### config.mk
export PLATFORM = sky130hd
export DESIGN_NAME = instr_queue
export DESIGN_NICKNAME = d
export VERILOG_FILES = /design/src/rtl/instr_queue.sv
export SDC_FILE = /design/constraint.sdc
export NUM_CORES = 1
export LEC_CHECK = 0
export CAP_MARGIN = 40
export CORE_AREA = 2 2 162 164
export CTS_CLUSTER_DIAMETER = 200
export DETAILED_ROUTE_END_ITERATION = 8
export DIE_AREA = 0 0 164 166
export PLACE_DENSITY = 0.88
export SLEW_MARGIN = 25
export SYNTH_ARGS = -nofsm -noshare
export SYNTH_HDL_FRONTEND = slang
export SYNTH_SLANG_ARGS = --single-unit
### constraint.sdc
create_clock -name clk -period 11.5 [get_ports clk]
set_clock_uncertainty 0.2 [all_clocks]
set_input_delay 3.45 -clock clk [delete_from_list [all_inputs] [get_ports clk]]
set_output_delay 3.45 -clock clk [all_outputs]
set_load 0.02 [all_outputs]
### src/rtl/instr_queue.sv
// rtl/instr_queue.sv - dual-issue fetch-to-decode instruction queue
// Circular buffer accepting up to two instructions per cycle and presenting the two oldest.
module instr_queue #(
   parameter  int DEPTH = 8,
   localparam int CW    = $clog2(DEPTH) + 1
) (
   input  logic        clk,
   input  logic        reset,
   input  logic        flush,
   input  logic [31:0] in_instr1,
   input  logic [31:0] in_instr2,
   input  logic        in_finish,
   output logic        stall,
   output logic [31:0] out_instr1,
   output logic [31:0] out_instr2,
   output logic        out_valid1,
   output logic        out_valid2,
   input  logic        dispatch_en,
   output logic        done
);

   localparam int AW = $clog2(DEPTH);

   logic [31:0]   mem [DEPTH];
   logic [AW-1:0] head;
   logic [AW-1:0] tail;
   logic [CW-1:0] count;
   logic          finish_seen;

   logic          v1;
   logic          v2;
   logic          push_en;
   logic [1:0]    push_n;
   logic [1:0]    pop_n;
   logic [AW-1:0] wr2_ptr;

   // Stall whenever fewer than two entries are free, so a pair push can never overflow.
   assign stall      = count > CW'(DEPTH - 2);
   assign out_valid1 = count != '0;
   assign out_valid2 = count > CW'(1);
   assign out_instr1 = out_valid1 ? mem[head] : 32'h0;
   assign out_instr2 = out_valid2 ? mem[head + AW'(1)] : 32'h0;
   assign done       = finish_seen && (count == '0);

   always_comb begin
      v1      = in_instr1 != 32'h0;
      v2      = in_instr2 != 32'h0;
      push_en = !stall && !finish_seen && !flush && !reset;
      push_n  = push_en ? ({1'b0, v1} + {1'b0, v2}) : 2'd0;
      pop_n   = 2'd0;
      if (dispatch_en) begin
         if (out_valid2)
            pop_n = 2'd2;
         else if (out_valid1)
            pop_n = 2'd1;
      end
      // Slot 2 lands directly at tail when slot 1 is empty (compaction).
      wr2_ptr = v1 ? tail + AW'(1) : tail;
   end

   always_ff @(posedge clk) begin
      if (reset || flush) begin
         head        <= '0;
         tail        <= '0;
         count       <= '0;
         finish_seen <= 1'b0;
      end else begin
         head  <= head + AW'(pop_n);
         tail  <= tail + AW'(push_n);
         count <= count + CW'(push_n) - CW'(pop_n);
         if (in_finish && !stall)
            finish_seen <= 1'b1;
      end
   end

   always_ff @(posedge clk) begin
      if (push_en) begin
         if (v1)
            mem[tail] <= in_instr1;
         if (v2)
            mem[wr2_ptr] <= in_instr2;
      end
   end

endmodule

==> results.py, run 1 <==
metrics = {
    "status": {
        "status": "finished, final reports clean",
    },
    "logic_synthesis": {
        "yosysMostFrequentCell": "edfxtp_1",
        "yosysWarningCount": 0,
        "synth_seq_cells": 267,
        "yosys.area_share.simple_pct": 4.69,
        "synth_top_area_share_pct": 47.7,
        "synth_top_cell_by_area": "edfxtp_1",
        "synthMuxAreaShare_pct": 38.5,
        "seq_area_frac_synth_pct": 49.1,
        "ys_top_cells_by_area": "edfxtp_1 48%, mux4_2 18%, mux2_2 15%",
        "synth_commonest_cells": "256 x edfxtp_1, 211 x mux2_2, 128 x mux4_2, 69 x nand2_1, 53 x nor2_1",
        "synth_edf_count": 256,
        "synth_area_per_cell_um2": 15.5,
        "synth-main-ff-cell": "edfxtp_1",
        "synth_xor_area_share_pct": 0.435,
        "async_flop_share_pct": 0,
        "synth_area_um2": 16100,
        "synth_top_family_by_area": "multiplexers",
        "syn-num-nets": 1126,
        "synth_cells": 1041,
        "synthAdderAreaFrac_pct": 1.43,
        "synth_cell_type_count": 47,
        "synth_compound_area_share_pct": 2.80,
    },
    "cts": {
        "clockBufferDepth": 3,
        "postCtsSetupBuffers": 0,
        "cts_tree": "yes",
        "clk_latency_ps": 540,
        "cts_root_buf": "clkbuf_16",
        "cts_sinks": 267,
        "cts-buffers-inserted": 28,
        "path_clk_slew_ps": 60,
        "cts_hold_buf": 0,
        "cts_resized": 0,
        "htree_levels": 1,
    },
    "route": {
        "routed_via_density": 7.06,
        "antenna_left": 0,
        "drt_first_pass_iters": 5,
        "drc": 0,
        "routed_wl_um": 44000,
        "wl_per_cell_um": 29.1,
        "drt_iter0_drc": 1298,
        "vias": 10698,
    },
    "sta": {
        "slew_violations": 0,
        "max_freq_mhz": 131,
        "worst_pin_slew_ps": 880,
        "whs_ps": 331,
        "grt_setup_unrepaired": "false",
        "setup_total_negative_slack_ps": 0,
        "finalCritPeriodShare_pct": 66.6,
        "hold_viol_final": 0,
        "fin_ws_ps": 3840,
        "fin_crit_ps": 7660,
        "maxSlewHeadroom_pct": 41.3,
        "setup_violations": 0,
    },
    "layout": {
        "drive_above_1_share_pct": 38.9,
        "fillers": 1488,
        "syn2layout_area_growth_pct": 16.7,
        "multi_input_area_um2": 7840,
        "seq_area_um2": 7920,
        "antenna-diode-count": 0,
        "final_nets": 1245,
        "fin_area_um2": 18800,
    },
    "worst_setup_path": {
        "critPathLaunchType": "register",
        "crit_start": "head[0]",
        "worst-path-buf-inv": 4,
        "cp_slowest_cell": "buf_4",
        "worstReg2RegStart": "count[2]",
        "worstPathArrival_ps": 4010,
        "endpoint_kind": "primary output",
        "path_class": "reg -> out",
        "worstPathMaxFanout": 45,
        "path_common_cell": "buf_4",
        "path_delay_family": "buffers and inverters",
        "max_stage_delay_ps": 660,
        "crit_chain": "buf_4, buf_4, buf_16, mux4_2, nand2_1, a21oi_1, clkdlybuf4s50_1",
        "crit_required_ps": 7850,
    },
    "floorplan": {
        "die_x_um": 164,
        "row_count": 59,
        "die_h_um": 166,
        "start_util_pct": 62.9,
        "die_area_um2": 27200,
        "num_io_pins": 137,
        "core-area_um2": 25600,
    },
    "min_path": {
        "hold_class": "reg -> reg",
        "hold_start": "finish_seen",
    },
    "power": {
        "leakagePower_nw": 6.10,
        "sw_frac_of_total_pct": 33.5,
        "peakVddDrop_mv": 0.150,
        "combPwrFrac_pct": 38.8,
        "power.internal_mw": 2.20,
        "p_clk_share_pct": 26.9,
        "seqPwrFrac_pct": 34.3,
        "power.net_switching_mw": 1.11,
        "power.density_nw_per_um2": 176,
    },
    "global_route": {
        "grt_pass1_vias": 11142,
        "grt_pass1_wl_um": 66300,
        "grt_usage_pct": 32.7,
        "antenna_found_initial": 0,
        "grt_max_degree": 46,
        "grt_overflow": 0,
    },
    "placement": {
        "placed_area_um2": 17800,
        "dp_hpwl_um": 27000,
        "gp_congestion": 0.888,
        "dp_slack_ps": 3760,
        "portBuffers": 136,
    },
    "run": {
        "cap_violations": 0,
    },
}
==> worst min-delay path: cells and delay by family (launching register included) <==
family	cells	cell delay [ps]
compound gates	1	60
simple gates	1	80
flops	1	360
==> worst paths after layout <==
| path | to | slack, ps | depth (start not counted) |
|---|---|---|---|
| worst min register to register | finish_seen | 330 | 2 |
| worst max register to register | count[3] | 7570 | 15 |
| worst min-delay path | finish_seen | 330 | 2 |
| worst max-delay path | out_instr2[22] | 3840 | 7 |
==> per-stage QoR <==
| stage | util (%) | power [mW] | cells |
|---|---|---|---|
| finish | 73.4 | 3.31 | 1515 |
| global route | 73.4 | 3.42 | 1515 |
| detailed placement | 69.7 | 2.42 | 1462 |
| floorplan | - | 1.87 | 1041 |
| CTS | 73.1 | 3.30 | 1512 |
| global placement | 69.4 | 2.39 | 1459 |
==> state kept, by name, summed over array words and instances (netlist names) <==
| register | cells |
|---|---|
| finish_seen | 1 |
| count | 4 |
| head | 3 |
| tail | 3 |
| mem | 256 |
==> power groups by stage <==
stage | Sequential [mW] | Clock [mW] | Combinational [mW]
after floorplan | 1.13 | 0 | 0.735
after global placement | 1.15 | 0 | 1.23
after detailed placement | 1.16 | 0 | 1.26
after CTS | 1.14 | 0.892 | 1.27
after global routing | 1.14 | 0.932 | 1.34
final | 1.14 | 0.892 | 1.28
==> kinds of logic (layout without fill, tap and decap cells) <==
| logic type | Yosys count | in the layout |
|---|---|---|
| AOI/OAI and AO/OA | 70 | 70 |
| buffers and inverters | 96 | 235 |
| muxes | 416 | 416 |
| adders and majority gates | 16 | 16 |
| and+or+nand+nor | 168 | 168 |
| DFF | 267 | 267 |
| xor gates and xnor gates | 8 | 8 |
==> cells in the final DEF (no fill, tap or decap), drive strengths merged, types with 3 or more instances in the layout <==
| master | synthesis | layout |
|---|---|---|
| bufinv | 0 | 3 |
| nor4 | 17 | 17 |
| xnor2 | 5 | 5 |
| a21o | 6 | 6 |
| clkinv | 1 | 13 |
| mux2 | 256 | 256 |
| inv | 18 | 18 |
| ha | 12 | 12 |
| o211ai | 5 | 5 |
| clkdlybuf4s50 | 0 | 136 |
| fa | 4 | 4 |
| dfxtp | 11 | 11 |
| xor2 | 3 | 3 |
| mux2i | 32 | 32 |
| nand2 | 69 | 69 |
| o22a | 4 | 4 |
| buf | 44 | 29 |
| and3 | 3 | 3 |
| clkbuf | 32 | 36 |
| and2 | 6 | 6 |
| mux4 | 128 | 128 |
| o21ai | 5 | 5 |
| nor2 | 53 | 53 |
| nand4 | 10 | 10 |
| a21oi | 38 | 38 |
| edfxtp | 256 | 256 |
| o32a | 4 | 4 |
==> layer usage <==
layer	track usage, %	part of all wire [%]	vias to the layer above
li1	-	-	4444
met1	43.8	35	5382
met4	13.7	3.3	0
met2	53.9	50	742
met3	4.70	11	130
met5	0	0	-
==> layout make-up <==
cell class              instances  area share (%)
well taps                     335            2.23
repair buffers                166            8.83
clock buffers                  35            3.98
clock inverters                15           0.746
inverters                      19           0.379
flip-flops and latches        267            42.1
multi-input cells             678            41.7
No activity file was read; power rests on OpenSTA's default activity.
==> run 2: changes to the inputs <==
CORE_AREA = 2 2 169 171   (was 2 2 162 164)
DIE_AREA = 0 0 171 173   (was 0 0 164 166)
PLACE_DENSITY = 0.82   (was 0.88)
clock period = 7.85 ns   (was 11.5 ns; I/O delays follow)
==> run 2 against run 1 <==
Register-to-register slack worse by 3500 ps. Total power increased by 45%. Sequential cell count unchanged. Via count is 0.79% lower. Largest cell class unchanged. Highest routed layer unchanged. Routed wire length barely moved. Critical path type unchanged.
==> results.py, run 2 (synthesis gave the netlist of run 1 again) <==
metrics = {
    "cts": {
        "htree_levels": 1,
        "path_clk_slew_ps": 60,
        "cts_root_buf": "clkbuf_16",
        "cts_hold_buf": 0,
        "postCtsSetupBuffers": 0,
        "clk_latency_ps": 540,
        "cts_tree": "yes",
        "cts_resized": 0,
        "cts_sinks": 267,
        "cts-buffers-inserted": 28,
        "clockBufferDepth": 3,
    },
    "floorplan": {
        "num_io_pins": 137,
        "die_h_um": 173,
        "die_area_um2": 29600,
        "die_x_um": 171,
        "core-area_um2": 27600,
        "row_count": 61,
        "start_util_pct": 58.3,
    },
    "run": {
        "cap_violations": 0,
    },
    "worst_setup_path": {
        "critPathLaunchType": "register",
        "worstPathMaxFanout": 23,
        "worstPathArrival_ps": 3600,
        "endpoint_kind": "primary output",
        "crit_required_ps": 5300,
        "path_class": "reg -> out",
    },
    "global_route": {
        "grt_overflow": 0,
        "grt_usage_pct": 30.1,
        "antenna_found_initial": 2,
        "grt_max_degree": 47,
        "grt_pass1_wl_um": 66500,
        "grt_pass1_vias": 10816,
    },
    "power": {
        "peakVddDrop_mv": 0.187,
        "leakagePower_nw": 6.12,
        "finalPower_mw": 4.82,
        "power.density_nw_per_um2": 255,
    },
    "sta": {
        "whs_ps": 308,
        "worst_pin_slew_ps": 879,
        "hold_viol_final": 0,
        "max_freq_mhz": 162,
        "setup_total_negative_slack_ps": 0,
        "finalCritPeriodShare_pct": 78.4,
        "slew_violations": 0,
        "maxSlewHeadroom_pct": 41.3,
        "fin_crit_ps": 6160,
        "setup_violations": 0,
        "grt_setup_unrepaired": "false",
    },
    "route": {
        "routed_wl_um": 44000,
        "vias": 10614,
        "routed_via_density": 6.78,
        "drt_first_pass_iters": 5,
        "drt_iter0_drc": 1260,
        "drc": 0,
        "antenna_left": 0,
        "wl_per_cell_um": 28.1,
    },
    "layout": {
        "drive_above_1_share_pct": 39.0,
        "reg.largest.list": "mem (256), count (4)",
        "final_cell_mix": "256 x edfxtp_1, 211 x mux2_2, 136 x clkdlybuf4s50_1, 128 x mux4_2, 69 x nand2_1",
        "largest_reg_flops": 256,
        "syn2layout_area_growth_pct": 17.3,
        "final_common_cell": "edfxtp_1",
        "top_register": "mem",
        "final_nets": 1250,
    },
    "status": {
        "status": "finished, final reports clean",
    },
    "placement": {
        "dp_hpwl_um": 27200,
        "portBuffers": 136,
        "gp_congestion": 0.888,
    },
    "min_path": {
        "hold_class": "reg -> reg",
    },
}
run 2: cell types whose count changed in the layout (fill, tap and decap cells not counted):
cell	delta
buf_4	+3
clkbuf_8	+3
buf_8	+1
buf_12	+3
buf_16	-1
buf_6	-1
clkinv_1	-4
bufinv_16	-2
clkbuf_1	+7
diode_2	+2
clkinv_2	-3
run 2: layout make-up:
type | instances | area (um^2)
diodes | 2 | 5.00
fillers | 1880 | 8740
flip-flops and latches | 267 | 7920
well taps | 378 | 473
clock inverters | 6 | 50.0
multi-input cells | 678 | 7840
inverters | 19 | 71.3
repair buffers | 171 | 1720
clock buffers | 45 | 816
run 2: path summary, 6_finish.rpt:
path,from,end,slack [ps],depth (start not counted)
hold reg to reg,finish_seen,finish_seen,310,2
hold / removal,finish_seen,finish_seen,310,2
setup reg to reg,count[2],count[3],4030,15
setup / recovery,head[0],out_instr2[16],1690,6
run 2: routing by layer:
metal	part of all wire [%]	vias to the layer above	GRT usage, %
li1	-	4441	-
met5	0	-	0
met2	49	628	47.8
met1	39	5448	42.7
met3	9.4	97	4.97
met4	2.8	0	9.89
run 2: worst max-delay path, cell delays in order, from the launching register on:
cell and delay, ps:
dfxtp_4 580, ha_2 330, xor2_4 710, buf_4 400, nand2_1 80, a21oi_1 270, clkdlybuf4s50_1 680
run 2: power by group:
group,internal [mW],switching (mW),total [mW]
Clock,0.738,0.539,1.28
Combinational,0.845,1.04,1.89
Sequential,1.62,0.0321,1.65
Total,3.20,1.61,4.82
run 2: stage by stage:
stage                     std cells  setup WS, ps  area (um^2)  utilization [%]
final                          1566          1690        18900             68.4
after CTS                      1561          1540        18800             68.2
after global placement         1507          1290        17900             64.8
after floorplan                1041          2590        16100                -
after global routing           1566          1480        18900             68.4
after detailed placement       1510          1200        18000             65.0
==> run 3: changes to the inputs <==
clock period = 6 ns   (was 7.85 ns; I/O delays follow)
==> run 3 against run 2 <==
Final cell count is 1.2% higher. Sequential power rose by 31%. Non-clock buffer count increased by 20. Largest cell class unchanged.
==> results.py, run 3 (synthesis gave the netlist of run 1 again) <==
metrics = {
    "placement": {
        "gp_congestion": 0.903,
        "dp_hpwl_um": 27900,
        "portBuffers": 136,
        "dp_slack_ps": 379,
        "placed_cells": 1532,
        "placed_area_um2": 18300,
    },
    "worst_setup_path": {
        "endpoint_kind": "primary output",
        "cp_slowest_cell": "dfxtp_2",
        "worstPathArrival_ps": 3440,
        "worstPathMaxFanout": 22,
        "crit_required_ps": 4000,
        "crit_chain": "xor2_4, buf_4, nand2_1, a21oi_1, clkdlybuf4s50_1",
        "critPathLaunchType": "register",
        "regToRegSetupSlack_ps": 2310,
        "path_class": "reg -> out",
        "max_stage_delay_ps": 830,
    },
    "layout": {
        "reg.largest.list": "mem (256), count (4)",
        "syn2layout_area_growth_pct": 18.7,
        "largest_reg_flops": 256,
        "drive_above_1_share_pct": 39.7,
        "final_common_cell": "edfxtp_1",
        "fin_area_um2": 19100,
        "finish.utilization_pct": 69.2,
        "final_cells": 1585,
        "final_cell_mix": "256 x edfxtp_1, 211 x mux2_2, 136 x clkdlybuf4s50_1, 128 x mux4_2, 69 x nand2_1",
        "final_nets": 1270,
        "fillers": 1822,
        "antenna-diode-count": 0,
        "top_register": "mem",
    },
    "power": {
        "power.density_nw_per_um2": 330,
        "peakVddDrop_mv": 0.226,
        "leakagePower_nw": 6.23,
    },
    "global_route": {
        "grt_overflow": 0,
        "antenna_found_initial": 0,
        "grt_max_degree": 130,
        "grt_pass1_wl_um": 66600,
        "grt_usage_pct": 30.3,
        "grt_pass1_vias": 10898,
    },
    "cts": {
        "cts_sinks": 267,
        "postCtsSetupBuffers": 0,
        "cts_hold_buf": 0,
        "htree_levels": 1,
        "cts_resized": 0,
        "cts_tree": "yes",
        "path_clk_slew_ps": 60,
        "clockBufferDepth": 3,
        "cts_root_buf": "clkbuf_16",
        "cts-buffers-inserted": 28,
        "clk_latency_ps": 550,
    },
    "sta": {
        "finalCritPeriodShare_pct": 90.7,
        "max_freq_mhz": 184,
        "fin_ws_ps": 557,
        "slew_violations": 0,
        "grt_setup_unrepaired": "false",
        "fin_crit_ps": 5440,
        "setup_violations": 0,
        "hold_viol_final": 0,
        "setup_total_negative_slack_ps": 0,
        "worst_pin_slew_ps": 933,
        "maxSlewHeadroom_pct": 37.8,
    },
    "route": {
        "drc": 0,
        "drt_first_pass_iters": 7,
        "drt_iter0_drc": 1370,
        "routed_via_density": 6.73,
        "routed_wl_um": 45000,
        "wl_per_cell_um": 28.4,
        "vias": 10662,
        "antenna_left": 0,
    },
    "floorplan": {
        "row_count": 61,
        "core-area_um2": 27600,
        "die_area_um2": 29600,
        "die_h_um": 173,
        "num_io_pins": 137,
        "die_x_um": 171,
        "start_util_pct": 58.3,
    },
    "run": {
        "cap_violations": 0,
    },
    "status": {
        "status": "finished, final reports clean",
    },
    "min_path": {
        "hold_class": "reg -> reg",
    },
}
## run 3: cell type report
type / instances / area [um^2] / area share [%]
clock buffer: 43 / 778 / 4.07
clock inverter: 9 / 40.0 / 0.209
inverter: 19 / 71.3 / 0.373
multi-input combinational: 678 / 7840 / 41.0
sequential: 267 / 7920 / 41.4
tap: 378 / 473 / 2.47
timing repair buffer: 191 / 2000 / 10.4
## run 3: critical path: cells and delay by family, from the launching register on
kind,cells,cell delay [ps]
buffers and inverters,2,1110
DFF,1,830
xor gates and xnor gates,1,540
AOI/OAI and AO/OA,1,310
and+or+nand+nor,1,100
## run 3: path summary, 6_finish.rpt
kind	start	endpoint	cells past startpoint
worst max-delay path	head[2]	out_instr2[22]	5
worst min-delay path	finish_seen	finish_seen	2
worst max register to register	count[2]	count[3]	16
worst min register to register	finish_seen	finish_seen	2
## run 3: metrics by stage
step                      hold WS (ps)  total power, mW
final                              299             6.31
after global routing               352             6.51
after CTS                          301             6.31
after detailed placement           281             4.73
after global placement             265             4.64
after floorplan                    244             3.58
## run 3: where the power goes
| part | switching, mW | total (mW) | internal (mW) |
|---|---|---|---|
| Sequential | 0.0411 | 2.16 | 2.12 |
| Combinational | 1.39 | 2.55 | 1.16 |
| Clock | 0.714 | 1.60 | 0.887 |
| Total | 2.15 | 6.31 | 4.16 |
## run 3: layer usage
layer	GRT usage, %	share of wire, %
met1	41.2	38
met2	49.8	49
met3	4.94	9.1
met4	11.0	3.7
met5	0	0
